[config.mk]
export PLATFORM = sky130hd
export DESIGN_NAME = seq_code_packer
export DESIGN_NICKNAME = d
export VERILOG_FILES = /design/src/rtl/seq_code_packer.sv
export SDC_FILE = /design/constraint.sdc
export NUM_CORES = 1
export LEC_CHECK = 0
export BUFFER_PORTS_ARGS = -buffer_cell sky130_fd_sc_hd__buf_2
export CORE_AREA = 8 8 119 121
export CTS_BUF_LIST = sky130_fd_sc_hd__clkbuf_4
export CTS_CLUSTER_SIZE = 10
export DETAILED_ROUTE_END_ITERATION = 16
export DIE_AREA = 0 0 127 129
export GPL_TIMING_DRIVEN = 0
export SYNTH_ARGS = -nofsm -noshare
export SYNTH_HDL_FRONTEND = slang
export SYNTH_SLANG_ARGS = --single-unit
[constraint.sdc]
create_clock -name clk -period 2.4 [get_ports clk]
set_input_delay 0.24 -clock clk [delete_from_list [all_inputs] [get_ports clk]]
set_output_delay 0.24 -clock clk [all_outputs]
set_load 0.05 [all_outputs]
[src/rtl/seq_code_packer.sv]
// seq_code_packer: packs a stream of 3-bit nucleotide codes (A=000, C=001, G=010, T=011, N=100)
// LSB-first into CODES_PER_WORD-slot words for the GACT sequence buffer. Each sequence ends
// with a flushed partial word, padded with N. The block also reports the sequence length.
//
// Optional feature: define SEQ_PACKER_NCOUNT_EN to add the n_count output, which counts the
// N codes accepted in the current sequence. Padding slots are not counted.
//
// Ports:
//   clk, rst_n           rising-edge clock, synchronous active-low reset
//   in_valid/in_ready    code handshake; in_code is the code, in_last marks the sequence end
//   out_valid/out_ready  word handshake; out_word holds the packed codes (slot k at k*CODE_W)
//   out_count            number of real codes in out_word (1..CODES_PER_WORD)
//   out_last             out_word holds the final code of its sequence
//   seq_len              codes accepted in the current or last sequence (saturating)
//   seq_done             one-cycle pulse when a word with out_last=1 is accepted
//   n_count              (SEQ_PACKER_NCOUNT_EN only) N codes in the current sequence

module seq_code_packer #(
    parameter int unsigned CODES_PER_WORD = 10,
    parameter int unsigned CODE_W         = 3,
    parameter int unsigned LEN_W          = 16,
    localparam int unsigned WORD_W        = CODES_PER_WORD * CODE_W,
    localparam int unsigned CNT_W         = $clog2(CODES_PER_WORD + 1)
) (
    input  logic              clk,
    input  logic              rst_n,
    input  logic              in_valid,
    output logic              in_ready,
    input  logic [CODE_W-1:0] in_code,
    input  logic              in_last,
    output logic              out_valid,
    input  logic              out_ready,
    output logic [WORD_W-1:0] out_word,
    output logic [CNT_W-1:0]  out_count,
    output logic              out_last,
    output logic [LEN_W-1:0]  seq_len,
`ifdef SEQ_PACKER_NCOUNT_EN
    output logic [LEN_W-1:0]  n_count,
`endif
    output logic              seq_done
);

    localparam int unsigned IDX_W = $clog2(CODES_PER_WORD);

    localparam logic [CODE_W-1:0] CodeN   = CODE_W'(4);
    localparam logic [WORD_W-1:0] PadWord = {CODES_PER_WORD{CodeN}};

    // HOLD means a packed word is registered and has not yet been taken by the sink.
    localparam logic [0:0] StAccum = 1'b0;
    localparam logic [0:0] StHold  = 1'b1;

    logic [0:0]        state_q, state_d;
    logic [WORD_W-1:0] acc_q, acc_d;
    logic [IDX_W-1:0]  idx_q, idx_d;
    logic [WORD_W-1:0] word_q, word_d;
    logic [CNT_W-1:0]  count_q, count_d;
    logic              last_q, last_d;
    logic [LEN_W-1:0]  seq_len_q, seq_len_d;
    logic              seq_end_q, seq_end_d;
    logic              seq_done_q, seq_done_d;

    logic              in_fire;
    logic              out_fire;
    logic              word_done;
    logic              seq_clear;
    logic [WORD_W-1:0] acc_fill;

    assign out_valid = (state_q == StHold);
    assign in_ready  = !out_valid || out_ready;
    assign in_fire   = in_valid && in_ready;
    assign out_fire  = out_valid && out_ready;
    assign word_done = in_last || (idx_q == IDX_W'(CODES_PER_WORD - 1));

    // The first code after the final word is accepted restarts the sequence counters. That
    // includes a code accepted in the same cycle as that word.
    assign seq_clear = seq_end_q || (out_fire && last_q);

    assign out_word  = word_q;
    assign out_count = count_q;
    assign out_last  = last_q;
    assign seq_len   = seq_len_q;
    assign seq_done  = seq_done_q;

    always_comb begin
        acc_fill = acc_q;
        acc_fill[32'(idx_q) * CODE_W +: CODE_W] = in_code;
    end

    always_comb begin
        state_d    = state_q;
        acc_d      = acc_q;
        idx_d      = idx_q;
        word_d     = word_q;
        count_d    = count_q;
        last_d     = last_q;
        seq_len_d  = seq_len_q;
        seq_end_d  = seq_end_q;
        seq_done_d = out_fire && last_q;

        if (out_fire) begin
            state_d = StAccum;
            if (last_q) begin
                seq_end_d = 1'b1;
            end
        end

        if (in_fire) begin
            seq_end_d = 1'b0;
            if (seq_clear) begin
                seq_len_d = LEN_W'(1);
            end else if (seq_len_q != '1) begin
                seq_len_d = seq_len_q + LEN_W'(1);
            end

            if (word_done) begin
                // A completing word overrides the drain, so the output never bubbles.
                word_d  = acc_fill;
                count_d = CNT_W'(idx_q) + CNT_W'(1);
                last_d  = in_last;
                state_d = StHold;
                acc_d   = PadWord;
                idx_d   = '0;
            end else begin
                acc_d = acc_fill;
                idx_d = idx_q + IDX_W'(1);
            end
        end
    end

    always_ff @(posedge clk) begin
        if (!rst_n) begin
            state_q    <= StAccum;
            acc_q      <= PadWord;
            idx_q      <= '0;
            word_q     <= '0;
            count_q    <= '0;
            last_q     <= 1'b0;
            seq_len_q  <= '0;
            seq_end_q  <= 1'b0;
            seq_done_q <= 1'b0;
        end else begin
            state_q    <= state_d;
            acc_q      <= acc_d;
            idx_q      <= idx_d;
            word_q     <= word_d;
            count_q    <= count_d;
            last_q     <= last_d;
            seq_len_q  <= seq_len_d;
            seq_end_q  <= seq_end_d;
            seq_done_q <= seq_done_d;
        end
    end

`ifdef SEQ_PACKER_NCOUNT_EN
    logic [LEN_W-1:0] n_count_q, n_count_d;
    logic             code_is_n;

    assign code_is_n = (in_code == CodeN);
    assign n_count   = n_count_q;

    always_comb begin
        n_count_d = n_count_q;
        if (in_fire) begin
            if (seq_clear) begin
                n_count_d = LEN_W'(code_is_n);
            end else if (code_is_n && (n_count_q != '1)) begin
                n_count_d = n_count_q + LEN_W'(1);
            end
        end
    end

    always_ff @(posedge clk) begin
        if (!rst_n) begin
            n_count_q <= '0;
        end else begin
            n_count_q <= n_count_d;
        end
    end
`else
    // No N counter in this build.
`endif

endmodule

; ---- Word level (Yosys, flattened, before mapping)
; Index checks and enable logic that the tools add are counted.
[op_classes]
n_addsub = 3
mul = 1
eq_ne = 2
n_shift = 2
muxes = 8
bitwise = 1
n_reduce_logical = 12
[op_table]
columns = cell, n
row1 = negator 6 -> 34 bit, 1
row2 = variable shift 3 x 34 -> 30 bit (first input constant), 1
row3 = indexed part select 3 x 34 -> 30 bit, 1
row4 = two-way mux 16 bit, 2
row5 = bitwise mux 30 bit, 1
row6 = two-way mux 30 bit, 1
row7 = adder 16 x 1 -> 16 bit (second input constant), 1
row8 = inequality test 16 bit (second input constant), 1
row9 = multiplier 4 x 2 -> 6 bit (second input constant), 1
row10 = AND reduction 2 bit, 3
row11 = adder 4 x 1 -> 4 bit (second input constant), 1
row12 = equality test 4 bit (second input constant), 1
row13 = two-way mux 4 bit, 1
row14 = logical AND 1 bit, 3
row15 = logical OR 1 bit, 3
row16 = two-way mux 1 bit, 3
row17 = nonzero test 2 bit, 1
row18 = OR reduction 2 bit, 1
row19 = logical NOT 1 bit, 1
row20 = inverter 1 bit, 1
[totals]
ff_bits = 88
out_inout_bits = 54
word_cells = 38

; ---- Logic depth before layout (Yosys ltp)
; Gate-level depths: netlist (run 1).
[depth]
depth_word = 5
mapped_depth = 10

; ---- Least setup slack after synthesis (run 1)
; No wires, ideal clock.
[synth_path]
path_type = flip-flop to flip-flop
start = register idx_q[0]
end = register word_q[0], in the netlist out_word[0]
setup_time_ns = 0.116
t_arrival_ns = 2.123
required_time_ns = 2.284
slack_ns = 0.160
stages_incl_launch_ff = 11
path_buffers = 3
synth_period_minus_slack_ns = 2.240
cell_sequence = dfxtp_1 > buf_2 > inv_1 > ha_1 > clkbuf_1 > nor2_1 > and4_1 > buf_2 > mux2i_1 > nand2_1 > o211a_1
[synth_via]
elab_chain_cells = 4
elab_cells_between_ends = 8
cone_classes = 1 x add/sub / 1 x mul / 1 x eq/ne / 2 x shift / 1 x mux / 2 x reduce/logical
[synth_rtl]
columns = item, line_no
row1 = "start, declared", 54  ; logic [IDX_W-1:0] idx_q, idx_d;
row2 = "start signal, assigned", 144  ; idx_q <= idx_d;
row3 = multiplier 4 x 2 -> 6 bit, 86  ; acc_fill[32'(idx_q) * CODE_W +: CODE_W] = in_code;
row4 = negator 6 -> 34 bit, 86
row5 = indexed part select 3 x 34 -> 30 bit / variable shift 3 x 34 -> 30 bit (equally long branches), 86
row6 = bitwise mux 30 bit, 86
row7 = "end signal, assigned", 145  ; word_q <= word_d;
row8 = "end, declared", 55  ; logic [WORD_W-1:0] word_q, word_d;
; Parallel ways exist; a longest one is shown, timed or not.
; A chain may end at the register's enable or synchronous reset.

; ---- Final worst setup path (run 1)
; Ends and elaborated chain as after synthesis.

==> results of run 1 <==
[cell type report]
class / count / area, um2 / area share (%)
Multi-Input combinational cell: 350 / 2370 / 48.00
Sequential cell: 88 / 1767 / 35.78
Timing Repair Buffer: 56 / 280.3 / 5.677
Tap cell: 150 / 187.7 / 3.801
Buffer: 32 / 167.7 / 3.396
Clock buffer: 9 / 67.56 / 1.368
Clock inverter: 6 / 51.30 / 1.039
Inverter: 11 / 41.29 / 0.8363
Antenna cell: 2 / 5.005 / 0.1014
[final timing paths]
path / from / to / slack, ps / depth (start not counted)
hold / removal: in_last / out_last / 140 / 3
hold reg to reg: acc_q[15] / acc_q[15] / 470 / 2
setup / recovery: idx_q[0] / out_word[0] / 50 / 9
setup reg to reg: idx_q[0] / out_word[0] / 50 / 9
[cell families after synthesis]
kind of cell	after synthesis
xor gates and xnor gates	14
AOI/OAI and AO/OA	152
adders and majority gates	7
DFF	88
buffers and inverters	44
and+or+nand+nor	163
muxes	14
[power groups by stage]
stage          registers (uW)  clock network [uW]  logic, uW
6_report                 1530                 806        457
5_1_grt                  1530                 877        490
4_1_cts                  1530                 834        446
3_5_place_dp             1560                   0        437
3_3_place_gp             1560                   0        433
2_1_floorplan            1680                   0        191
[through the flow]
stage	util (%)	setup WS, ps	instances	TNS [ps]
global placement	38.04	-391.9	688	-7802
CTS	39.37	3.103	702	0
global route	40.06	-91.28	702	-371.8
detailed placement	38.04	-454.4	688	-10320
finish	40.10	52.74	704	0
floorplan	-	160.3	482	0
[flip-flops by register name, summed over array words and instances, names as in the netlist]
name / flops
out_count: 4
out_word: 30
idx_q: 4
seq_len: 16
seq_end_q: 1
seq_done: 1
out_last: 1
acc_q: 30
out_valid: 1
[what timing repair did]
action	4_1_cts	5_1_grt
gates resized for setup	13	17
hold endpoints to repair	0	0
endpoints found under the setup margin	57	47
pin swaps	0	4
[worst max-delay path, delay by kind of cell (launching register included)]
kind / cells / cell delay [ps]
fa+ha+maj: 1 / 290
buf+inv: 3 / 540
compound gates: 1 / 130
mux: 1 / 210
simple gates: 3 / 670
flops: 1 / 400
[cells in the final DEF, fill, tap and decap left out, types with 4 or more instances in the layout]
master	Yosys	final
sky130_fd_sc_hd__nor4_1	5	5
sky130_fd_sc_hd__xnor2_1	14	14
sky130_fd_sc_hd__a21oi_1	35	35
sky130_fd_sc_hd__nand4_1	13	13
sky130_fd_sc_hd__o21ai_0	33	32
sky130_fd_sc_hd__buf_6	3	4
sky130_fd_sc_hd__and3_1	5	5
sky130_fd_sc_hd__a32oi_2	1	5
sky130_fd_sc_hd__dfxtp_1	88	86
sky130_fd_sc_hd__clkbuf_1	16	14
sky130_fd_sc_hd__buf_2	14	69
sky130_fd_sc_hd__clkbuf_4	0	9
sky130_fd_sc_hd__and2_1	8	8
sky130_fd_sc_hd__ha_1	7	6
sky130_fd_sc_hd__a31oi_1	4	4
sky130_fd_sc_hd__a21o_1	8	8
sky130_fd_sc_hd__o211a_1	6	6
sky130_fd_sc_hd__mux2i_1	14	14
sky130_fd_sc_hd__a22o_1	19	17
sky130_fd_sc_hd__nand2_1	34	34
sky130_fd_sc_hd__inv_1	11	11
sky130_fd_sc_hd__nor2_1	39	38
sky130_fd_sc_hd__nand3_1	19	18
sky130_fd_sc_hd__and4_1	4	4
sky130_fd_sc_hd__nand2b_1	7	7
sky130_fd_sc_hd__o22ai_1	7	6
sky130_fd_sc_hd__a211oi_1	5	5
sky130_fd_sc_hd__nor2b_1	6	5
[metal layers]
layer	wire length, um	up-vias	global-route usage [%]
met4	291	0	6.648
li1	-	1898	-
met1	5842	1847	19.55
met5	0	-	0
met3	850	22	4.179
met2	6003	131	26.25
==> impl_metrics.prom, run 1 <==
# TYPE chip_impl_metric gauge
chip_impl_info{name="synth_top_family_by_area",value="compound AO/OA/AOI/OAI gates"} 1
chip_impl_info{name="timing.hold.worst.class",value="primary input to flop"} 1
chip_impl_info{name="timing.critical_path.from_type",value="flop"} 1
chip_impl_metric{name="die_h",unit="um"} 129
chip_impl_info{name="worst_path_max_delay_cell",value="sky130_fd_sc_hd__dfxtp_4"} 1
chip_impl_metric{name="drc",unit=""} 0
chip_impl_metric{name="fraction_of_the_yosys_area_taken_by_sequential_cells",unit="%"} 41.79
chip_impl_metric{name="ffs_latches_synth",unit=""} 88
chip_impl_metric{name="fin_area",unit="um2"} 4937
chip_impl_metric{name="cells_after_synthesis",unit=""} 482
chip_impl_metric{name="finalWorstPathRequiredPeriod",unit="ps"} 2347
chip_impl_metric{name="placement_rows",unit=""} 41
chip_impl_info{name="synth.top_cells.by_area",value="sky130_fd_sc_hd__dfxtp_1 (42%), sky130_fd_sc_hd__a21oi_1 (4.2%), sky130_fd_sc_hd__a22o_1 (3.9%)"} 1
chip_impl_metric{name="design.portCount",unit=""} 62
chip_impl_metric{name="power_share_of_the_sequential_group",unit="%"} 54.7
chip_impl_metric{name="synth-edff-count",unit=""} 0
chip_impl_metric{name="setup_viol_count_final",unit=""} 0
chip_impl_metric{name="hold_ws",unit="ps"} 140.0
chip_impl_metric{name="die_area",unit="um2"} 16380
chip_impl_metric{name="worst_ep_arrival_time",unit="ps"} 2720
chip_impl_metric{name="floorplan.initialDensity",unit="%"} 34.24
chip_impl_metric{name="clockPowerShare",unit="%"} 28.9
chip_impl_metric{name="swShare",unit="%"} 31.35
chip_impl_metric{name="layout_filler_cell_count",unit=""} 1262
chip_impl_metric{name="core_region_area",unit="um2"} 12310
chip_impl_metric{name="timing.critical_path.slowest_cell_delay",unit="ps"} 400
chip_impl_metric{name="clock-sinks",unit=""} 88
chip_impl_metric{name="yosys.cell_types.count",unit=""} 61
chip_impl_metric{name="avgRoutedWirePerCell",unit="um"} 18.45
chip_impl_metric{name="slew_violations",unit=""} 0
chip_impl_info{name="yosysMostFrequentCell",value="sky130_fd_sc_hd__dfxtp_1"} 1
chip_impl_metric{name="route.final.wire_length",unit="mm"} 12.99
chip_impl_metric{name="postPlaceCellArea",unit="um2"} 4683
chip_impl_metric{name="post_cts_buffers",unit=""} 0
chip_impl_info{name="yosys-top-cells-count",value="sky130_fd_sc_hd__dfxtp_1 (88), sky130_fd_sc_hd__nor2_1 (39), sky130_fd_sc_hd__a21oi_1 (35)"} 1
chip_impl_metric{name="worst_slew_pin_slew",unit="ps"} 699.8
chip_impl_metric{name="clock_tree.htree_level_count",unit=""} 3
chip_impl_metric{name="port-buffer-count",unit=""} 56
chip_impl_metric{name="post_layout_nets",unit=""} 563
chip_impl_metric{name="route.detailed.vias_per_inst",unit=""} 5.537
chip_impl_metric{name="post-dp-hpwl",unit="mm"} 9.196
chip_impl_info{name="outcome",value="complete, no violations"} 1
chip_impl_metric{name="path_clk_slew",unit="ps"} 130
chip_impl_info{name="ctsRootBufferMaster",value="sky130_fd_sc_hd__clkbuf_4"} 1
chip_impl_metric{name="grt_start_max_net_pins",unit=""} 14
chip_impl_metric{name="first_global_vias",unit=""} 3916
chip_impl_metric{name="cap_violations",unit=""} 0
chip_impl_metric{name="power_total",unit="uW"} 2790
chip_impl_metric{name="synth_warnings",unit=""} 0
chip_impl_metric{name="clk_latency",unit="ps"} 470
chip_impl_metric{name="syn-cell-area",unit="um2"} 4215
chip_impl_info{name="path_class",value="flop to flop"} 1
chip_impl_info{name="worstPathCellList",value="buf_6 -> inv_1 -> ha_2 -> nor2b_2 -> and4_1 -> buf_2 -> mux2i_1 -> nand2_1 -> o211a_1"} 1
chip_impl_metric{name="synth-compound-area-share",unit="%"} 24.52
chip_impl_metric{name="cts-hold-fix-buffers",unit=""} 0
chip_impl_metric{name="synth_simple_gate_area_share",unit="%"} 20.51
chip_impl_metric{name="cellPowerDensity",unit="nW/um2"} 565.0
chip_impl_metric{name="ys_async_sr_fraction",unit="%"} 0
chip_impl_metric{name="yosys-mux-area-fraction",unit="%"} 3.324
chip_impl_metric{name="post_route_cells_drive_above_1_share",unit="%"} 21.56
chip_impl_metric{name="final.setup_skew",unit="ps"} 12.07
chip_impl_metric{name="fp.dieW",unit="um"} 127
chip_impl_metric{name="gr-usage-all-layers",unit="%"} 16.00
chip_impl_metric{name="req_time_crit_path",unit="ps"} 2770
chip_impl_metric{name="route.vias.total",unit=""} 3898
chip_impl_metric{name="power.share.combinational",unit="%"} 16.4
chip_impl_metric{name="antenna_found_initial",unit=""} 0
chip_impl_metric{name="syn_avg_cell_area",unit="um2"} 8.745
chip_impl_metric{name="synthAdderAreaFrac",unit="%"} 2.078
chip_impl_metric{name="final_min_period_over_clock_period",unit="%"} 97.80
chip_impl_metric{name="drt_pass1_iterations",unit=""} 8
chip_impl_metric{name="netSwitchingPower",unit="uW"} 874.6
chip_impl_info{name="worst_setup_path_end_kind",value="flop"} 1
chip_impl_metric{name="drt.antenna.violating_nets",unit=""} 0
chip_impl_metric{name="vdd.ir_drop.worst",unit="mV"} 0.3434
chip_impl_metric{name="cts_inserted_buffers",unit=""} 9
chip_impl_metric{name="power.internal",unit="uW"} 1915
chip_impl_metric{name="globalplace.congestion",unit=""} 0.9257
chip_impl_info{name="rsz0062_at_grt",value="true"} 1
chip_impl_metric{name="global_route_wire_length_before_repair",unit="mm"} 20.51
chip_impl_metric{name="areaGrowthSynthToFinish",unit="%"} 17.13
chip_impl_metric{name="p_leak",unit="uW"} 0.002069
chip_impl_metric{name="synthesis.nets",unit=""} 497
chip_impl_metric{name="synth_xor_area_share",unit="%"} 2.909
chip_impl_metric{name="crit_path_max_fanout",unit=""} 10
chip_impl_metric{name="finalHoldViolations",unit=""} 0
chip_impl_info{name="tritoncts",value="done"} 1
chip_impl_metric{name="violation_count_after_the_first_detailed_routing_iteration",unit=""} 313
chip_impl_metric{name="globalRoute.totalOverflow",unit=""} 0
chip_impl_info{name="post_synth_top_area_cell",value="sky130_fd_sc_hd__dfxtp_1"} 1
chip_impl_metric{name="timing.max_slew.rel_slack",unit="%"} 53.35
chip_impl_metric{name="cts.path.max_buffers",unit=""} 2
chip_impl_metric{name="share_of_the_synthesized_area_in_the_top_cell_type",unit="%"} 41.79
chip_impl_info{name="leading_register_cell_type_out_of_synthesis",value="sky130_fd_sc_hd__dfxtp_1"} 1
chip_impl_metric{name="maxClockFrequency",unit="MHz"} 426.0
Power figures use the tool's default switching activity.
==> run 2, diff against run 1 <==
- BUFFER_PORTS_ARGS: -buffer_cell sky130_fd_sc_hd__buf_2 -> -buffer_cell sky130_fd_sc_hd__clkbuf_2
==> impl_metrics.prom, run 2 (synthesized netlist as in run 1, its figures left out) <==
# TYPE chip_impl_metric gauge
chip_impl_info{name="outcome",value="complete, no violations"} 1
chip_impl_metric{name="worst_slew_pin_slew",unit="ps"} 698.9
chip_impl_metric{name="hold_ws",unit="ps"} 125.7
chip_impl_metric{name="layout_filler_cell_count",unit=""} 1255
chip_impl_metric{name="layout.area.seq",unit="um2"} 1767
chip_impl_metric{name="cts_inserted_buffers",unit=""} 9
chip_impl_metric{name="final_min_period_over_clock_period",unit="%"} 96.95
chip_impl_metric{name="dr_wl_met2",unit="mm"} 5.989
chip_impl_metric{name="grt_start_max_net_pins",unit=""} 14
chip_impl_metric{name="timing.max_slew.rel_slack",unit="%"} 52.91
chip_impl_metric{name="floorplan.initialDensity",unit="%"} 34.24
chip_impl_metric{name="drt.antenna.violating_nets",unit=""} 0
chip_impl_metric{name="clock-sinks",unit=""} 88
chip_impl_metric{name="fp.dieW",unit="um"} 127
chip_impl_metric{name="req_time_crit_path",unit="ps"} 2810
chip_impl_metric{name="die_area",unit="um2"} 16380
chip_impl_metric{name="vdd.ir_drop.worst",unit="mV"} 0.3238
chip_impl_metric{name="drc",unit=""} 0
chip_impl_metric{name="postPlaceCellArea",unit="um2"} 4683
chip_impl_metric{name="route.detailed.vias_per_inst",unit=""} 5.702
chip_impl_metric{name="avgRoutedWirePerCell",unit="um"} 18.64
chip_impl_metric{name="placement_rows",unit=""} 41
chip_impl_metric{name="met1_length",unit="mm"} 6.074
chip_impl_metric{name="cts.path.max_buffers",unit=""} 2
chip_impl_metric{name="globalplace.congestion",unit=""} 0.9154
chip_impl_metric{name="finish.utilization",unit="%"} 39.98
chip_impl_info{name="tritoncts",value="done"} 1
chip_impl_info{name="ctsRootBufferMaster",value="sky130_fd_sc_hd__clkbuf_4"} 1
chip_impl_info{name="layout_common_cells",value="sky130_fd_sc_hd__dfxtp_1 (86), sky130_fd_sc_hd__clkbuf_2 (56), sky130_fd_sc_hd__nor2_1 (38)"} 1
chip_impl_info{name="topRoutingLayerUsed",value="met4"} 1
chip_impl_metric{name="finalHoldViolations",unit=""} 0
chip_impl_metric{name="post-dp-hpwl",unit="mm"} 9.238
chip_impl_metric{name="fin_area",unit="um2"} 4922
chip_impl_metric{name="multiInputGateArea",unit="um2"} 2355
chip_impl_info{name="timing.critical_path.from_type",value="flop"} 1
chip_impl_metric{name="setup_viol_count_final",unit=""} 0
chip_impl_metric{name="path_clk_slew",unit="ps"} 130
chip_impl_metric{name="worst_ep_arrival_time",unit="ps"} 2730
chip_impl_metric{name="clk_latency",unit="ps"} 480
chip_impl_metric{name="cap_violations",unit=""} 0
chip_impl_metric{name="design.portCount",unit=""} 62
chip_impl_metric{name="first_global_vias",unit=""} 3903
chip_impl_metric{name="drt_pass1_iterations",unit=""} 5
chip_impl_metric{name="post_layout_nets",unit=""} 564
chip_impl_metric{name="ant_diodes",unit=""} 0
chip_impl_metric{name="port-buffer-count",unit=""} 56
chip_impl_metric{name="crit_path_max_fanout",unit=""} 10
chip_impl_metric{name="die_h",unit="um"} 129
chip_impl_metric{name="post_route_cells_drive_above_1_share",unit="%"} 21.20
chip_impl_metric{name="met3WireLength",unit="um"} 801
chip_impl_info{name="path_class",value="flop to flop"} 1
chip_impl_metric{name="final.setup_skew",unit="ps"} 11.66
chip_impl_info{name="timing.hold.worst.class",value="primary input to flop"} 1
chip_impl_metric{name="place.detailed.instances",unit=""} 688
chip_impl_metric{name="globalRoute.totalOverflow",unit=""} 0
chip_impl_metric{name="core_region_area",unit="um2"} 12310
chip_impl_metric{name="global_route_wire_length_before_repair",unit="mm"} 20.46
chip_impl_metric{name="cts-hold-fix-buffers",unit=""} 0
chip_impl_metric{name="slew_violations",unit=""} 0
chip_impl_metric{name="cellPowerDensity",unit="nW/um2"} 567.5
chip_impl_metric{name="power_total",unit="uW"} 2793
chip_impl_metric{name="clock_tree.htree_level_count",unit=""} 3
chip_impl_metric{name="violation_count_after_the_first_detailed_routing_iteration",unit=""} 310
chip_impl_metric{name="antenna_found_initial",unit=""} 0
chip_impl_metric{name="route.final.wire_length",unit="mm"} 13.09
chip_impl_metric{name="fin_cells",unit=""} 702
chip_impl_metric{name="timing.hold.worst_path_depth",unit=""} 4
chip_impl_metric{name="finalWorstPathRequiredPeriod",unit="ps"} 2327
chip_impl_metric{name="p_leak",unit="uW"} 0.002037
chip_impl_metric{name="areaGrowthSynthToFinish",unit="%"} 16.77
chip_impl_metric{name="gr-usage-all-layers",unit="%"} 15.92
chip_impl_metric{name="route.vias.total",unit=""} 4003
chip_impl_metric{name="maxClockFrequency",unit="MHz"} 429.8
chip_impl_info{name="layout_commonest_cell",value="sky130_fd_sc_hd__dfxtp_1"} 1
chip_impl_info{name="worst_setup_path_end_kind",value="flop"} 1
chip_impl_metric{name="worstRegToRegCells",unit=""} 8
run 2: cell count changes in the layout (fill, tap and decap cells not counted), sizes merged:
cell / delta
clkbuf: +56
clkinvlp: +1
clkinv: -2
buf: -55
diode: -2
run 2: timing repair:
item | 4_1_cts | 5_1_grt
endpoints found under the setup margin | 53 | 48
resized for setup | 12 | 13
pin swaps | 0 | 2
setup buffers | 0 | 1
run 2: critical path, stage by stage (launching register included):
cell	delay, ps
sky130_fd_sc_hd__dfxtp_4	400
sky130_fd_sc_hd__buf_6	160
sky130_fd_sc_hd__inv_1	170
sky130_fd_sc_hd__ha_2	290
sky130_fd_sc_hd__nand2b_1	270
sky130_fd_sc_hd__o21ai_4	130
sky130_fd_sc_hd__a32oi_1	450
sky130_fd_sc_hd__a32oi_1	200
sky130_fd_sc_hd__a21oi_1	190
run 2: through the flow:
stage	setup TNS, ps	worst slack, ps
2_1_floorplan	0	160.3
3_3_place_gp	-7705	-391.7
3_5_place_dp	-9828	-471.3
4_1_cts	-9.115	-9.115
5_1_grt	-13.91	-8.504
6_report	0	73.10
run 2: path summary, 6_finish.rpt:
| path | start | end | slack (ps) |
|---|---|---|---|
| worst max-delay path | idx_q[0] | out_word[17] | 70 |
| worst min register to register | acc_q[4] | acc_q[4] | 460 |
| worst max register to register | idx_q[0] | out_word[17] | 70 |
| worst min-delay path | out_ready | seq_len[1] | 130 |
run 2: power breakdown:
group | switching [uW] | internal [uW] | total [uW]
clock | 511 | 298 | 809
combinational | 341 | 116 | 457
sequential | 26.6 | 1500 | 1530
total | 879 | 1910 | 2790
run 2: per-layer routing:
metal / vias up / global-route usage (%)
li1: 1904 / -
met1: 1937 / 19.81
met2: 141 / 25.66
met3: 21 / 4.096
met4: 0 / 6.718
met5: - / 0
run 2: area by class of cell:
| class | count | share of cell area [%] |
|---|---|---|
| multi-input cells | 350 | 47.84 |
| flip-flops and latches | 88 | 35.89 |
| repair buffers | 57 | 5.846 |
| well taps | 150 | 3.813 |
| plain buffers | 32 | 3.381 |
| clock buffers | 9 | 1.373 |
| clock inverters | 5 | 1.017 |
| inverters | 11 | 0.8388 |
==> run 3, diff against run 2 <==
- CORE_AREA: 8 8 119 121 -> 8 8 112 114
- DIE_AREA: 0 0 127 129 -> 0 0 120 122
==> impl_metrics.prom, run 3 (synthesized netlist as in run 1, its figures left out) <==
# TYPE chip_impl_metric gauge
chip_impl_info{name="outcome",value="complete, no violations"} 1
chip_impl_info{name="crit_path_start",value="idx_q[0]"} 1
chip_impl_metric{name="path_clk_slew",unit="ps"} 120
chip_impl_info{name="timing.critical_path.from_type",value="flop"} 1
chip_impl_metric{name="clk_latency",unit="ps"} 440
chip_impl_info{name="timing.hold.worst.class",value="primary input to flop"} 1
chip_impl_info{name="path_class",value="flop to flop"} 1
chip_impl_metric{name="timing.critical_path.slowest_cell_delay",unit="ps"} 440
chip_impl_metric{name="first_global_vias",unit=""} 3629
chip_impl_metric{name="maxClockFrequency",unit="MHz"} 423.3
chip_impl_metric{name="worstPathBufferInverterCount",unit=""} 2
chip_impl_metric{name="globalRoute.totalOverflow",unit=""} 0
chip_impl_metric{name="clock_tree.htree_level_count",unit=""} 3
chip_impl_metric{name="port-buffer-count",unit=""} 56
chip_impl_metric{name="timing.max_slew.rel_slack",unit="%"} 52.28
chip_impl_metric{name="multiInputGateArea",unit="um2"} 2338
chip_impl_metric{name="areaGrowthSynthToFinish",unit="%"} 15.38
chip_impl_metric{name="global_route_wire_length_before_repair",unit="mm"} 19.73
chip_impl_metric{name="clock-sinks",unit=""} 88
chip_impl_metric{name="p_leak",unit="uW"} 0.001995
chip_impl_metric{name="fp.dieW",unit="um"} 120
chip_impl_metric{name="cellPowerDensity",unit="nW/um2"} 541.8
chip_impl_info{name="worst_path_max_delay_cell",value="sky130_fd_sc_hd__a221oi_2"} 1
chip_impl_metric{name="finalHoldViolations",unit=""} 0
chip_impl_metric{name="floorplan.initialDensity",unit="%"} 39.40
chip_impl_metric{name="cts.path.max_buffers",unit=""} 2
chip_impl_metric{name="worst_ep_arrival_time",unit="ps"} 2680
chip_impl_metric{name="avgRoutedWirePerCell",unit="um"} 17.70
chip_impl_metric{name="globalplace.congestion",unit=""} 0.9134
chip_impl_metric{name="final.setup_skew",unit="ps"} 14.58
chip_impl_metric{name="placement_rows",unit=""} 38
chip_impl_metric{name="crit_path_max_fanout",unit=""} 10
chip_impl_info{name="rsz0062_at_grt",value="true"} 1
chip_impl_metric{name="cts-hold-fix-buffers",unit=""} 0
chip_impl_metric{name="drc",unit=""} 0
chip_impl_metric{name="slew_violations",unit=""} 0
chip_impl_metric{name="layout.area.seq",unit="um2"} 1767
chip_impl_metric{name="die_area",unit="um2"} 14640
chip_impl_metric{name="fin_area",unit="um2"} 4863
chip_impl_metric{name="postPlaceCellArea",unit="um2"} 4671
chip_impl_info{name="worstHoldStart",value="in_last"} 1
chip_impl_metric{name="post-dp-hpwl",unit="mm"} 8.928
chip_impl_metric{name="vdd.ir_drop.worst",unit="mV"} 0.2863
chip_impl_metric{name="finalWorstPathRequiredPeriod",unit="ps"} 2362
chip_impl_metric{name="design.portCount",unit=""} 62
chip_impl_info{name="layout_commonest_cell",value="sky130_fd_sc_hd__dfxtp_1"} 1
chip_impl_metric{name="layout_filler_cell_count",unit=""} 1083
chip_impl_metric{name="ant_diodes",unit=""} 0
chip_impl_metric{name="post_layout_nets",unit=""} 564
chip_impl_info{name="worst_setup_path_end_kind",value="flop"} 1
chip_impl_metric{name="route.vias.total",unit=""} 3803
chip_impl_info{name="r2r_start",value="idx_q[0]"} 1
chip_impl_metric{name="route.final.wire_length",unit="mm"} 12.23
chip_impl_metric{name="cts_inserted_buffers",unit=""} 9
chip_impl_metric{name="final_min_period_over_clock_period",unit="%"} 98.43
chip_impl_info{name="critical_path.top_delay_family",value="compound AO/OA/AOI/OAI gates"} 1
chip_impl_metric{name="die_h",unit="um"} 122
chip_impl_metric{name="cap_violations",unit=""} 0
chip_impl_info{name="ctsRootBufferMaster",value="sky130_fd_sc_hd__clkbuf_4"} 1
chip_impl_metric{name="req_time_crit_path",unit="ps"} 2720
chip_impl_info{name="worstPathCellList",value="buf_6 -> inv_1 -> ha_2 -> or2_2 -> o21ai_4 -> a32oi_2 -> a221oi_2 -> nor2_1"} 1
chip_impl_metric{name="antenna_found_initial",unit=""} 0
chip_impl_info{name="layout_common_cells",value="sky130_fd_sc_hd__dfxtp_1 (86), sky130_fd_sc_hd__clkbuf_2 (56), sky130_fd_sc_hd__nor2_1 (38)"} 1
chip_impl_metric{name="grt_start_max_net_pins",unit=""} 13
chip_impl_metric{name="route.detailed.vias_per_inst",unit=""} 5.504
chip_impl_metric{name="drt.antenna.violating_nets",unit=""} 0
chip_impl_metric{name="violation_count_after_the_first_detailed_routing_iteration",unit=""} 212
chip_impl_info{name="tritoncts",value="done"} 1
chip_impl_metric{name="fin_cells",unit=""} 691
chip_impl_metric{name="post_route_cells_drive_above_1_share",unit="%"} 21.05
chip_impl_metric{name="worst_slew_pin_slew",unit="ps"} 715.7
chip_impl_metric{name="place.detailed.instances",unit=""} 678
chip_impl_metric{name="gr-usage-all-layers",unit="%"} 16.90
chip_impl_metric{name="core_region_area",unit="um2"} 10700
chip_impl_metric{name="drt_pass1_iterations",unit=""} 4
chip_impl_metric{name="setup_viol_count_final",unit=""} 0
[run 3: path summary, 6_finish.rpt]
path,end,slack [ps],cells after the start
max,out_word[5],40,8
max reg2reg,out_word[5],40,8
min,out_last,170,3
min reg2reg,acc_q[3],470,2
[run 3: timing repair]
item / CTS / global route
setup buffers: 1 / 0
cloned: 0 / 0
hold endpoints to repair: 0 / 0
pin swaps: 2 / 2
gates resized for setup: 12 / 11
endpoints found under the setup margin: 52 / 26
[run 3: per-layer routing]
layer / vias up / track usage [%] / part of all wire (%)
met4: 0 / 7.104 / 2.5
met5: - / 0 / 0
met1: 1804 / 22.47 / 49
li1: 1893 / - / -
met2: 83 / 26.37 / 44
met3: 23 / 3.239 / 4.1
[run 3: worst register-to-register path, stage by stage (launching register included)]
cell and delay (ps):
sky130_fd_sc_hd__dfxtp_4 410, sky130_fd_sc_hd__buf_6 160, sky130_fd_sc_hd__inv_1 140, sky130_fd_sc_hd__ha_2 260
sky130_fd_sc_hd__or2_2 320, sky130_fd_sc_hd__o21ai_4 270, sky130_fd_sc_hd__a32oi_2 150, sky130_fd_sc_hd__a221oi_2 440
sky130_fd_sc_hd__nor2_1 90
[run 3: final cells by class]
| cell class | count | area share (%) |
|---|---|---|
| clock inverters | 3 | 0.2573 |
| well taps | 140 | 3.602 |
| multi-input cells | 350 | 48.08 |
| repair buffers | 57 | 5.917 |
| clock buffers | 10 | 1.544 |
| inverters | 11 | 0.8490 |
| flip-flops and latches | 88 | 36.33 |
| plain buffers | 32 | 3.422 |
[run 3: metrics by stage]
stage	setup TNS (ps)	hold slack, ps	utilization, %	power (uW)	worst slack (ps)
floorplan	0	425.2	-	1871	160.3
finish	0	169.3	45.46	2635	37.64
global placement	-11150	443.1	43.66	1990	-498.3
global route	-422.5	161.8	45.46	2758	-73.73
detailed placement	-8561	445.5	43.66	1995	-434.7
CTS	0	149.6	44.87	2653	17.11
[run 3: where the power goes]
| group | switching (uW) | internal [uW] |
|---|---|---|
| clock network | 457 | 200 |
| logic | 337 | 116 |
| registers | 25.0 | 1500 |
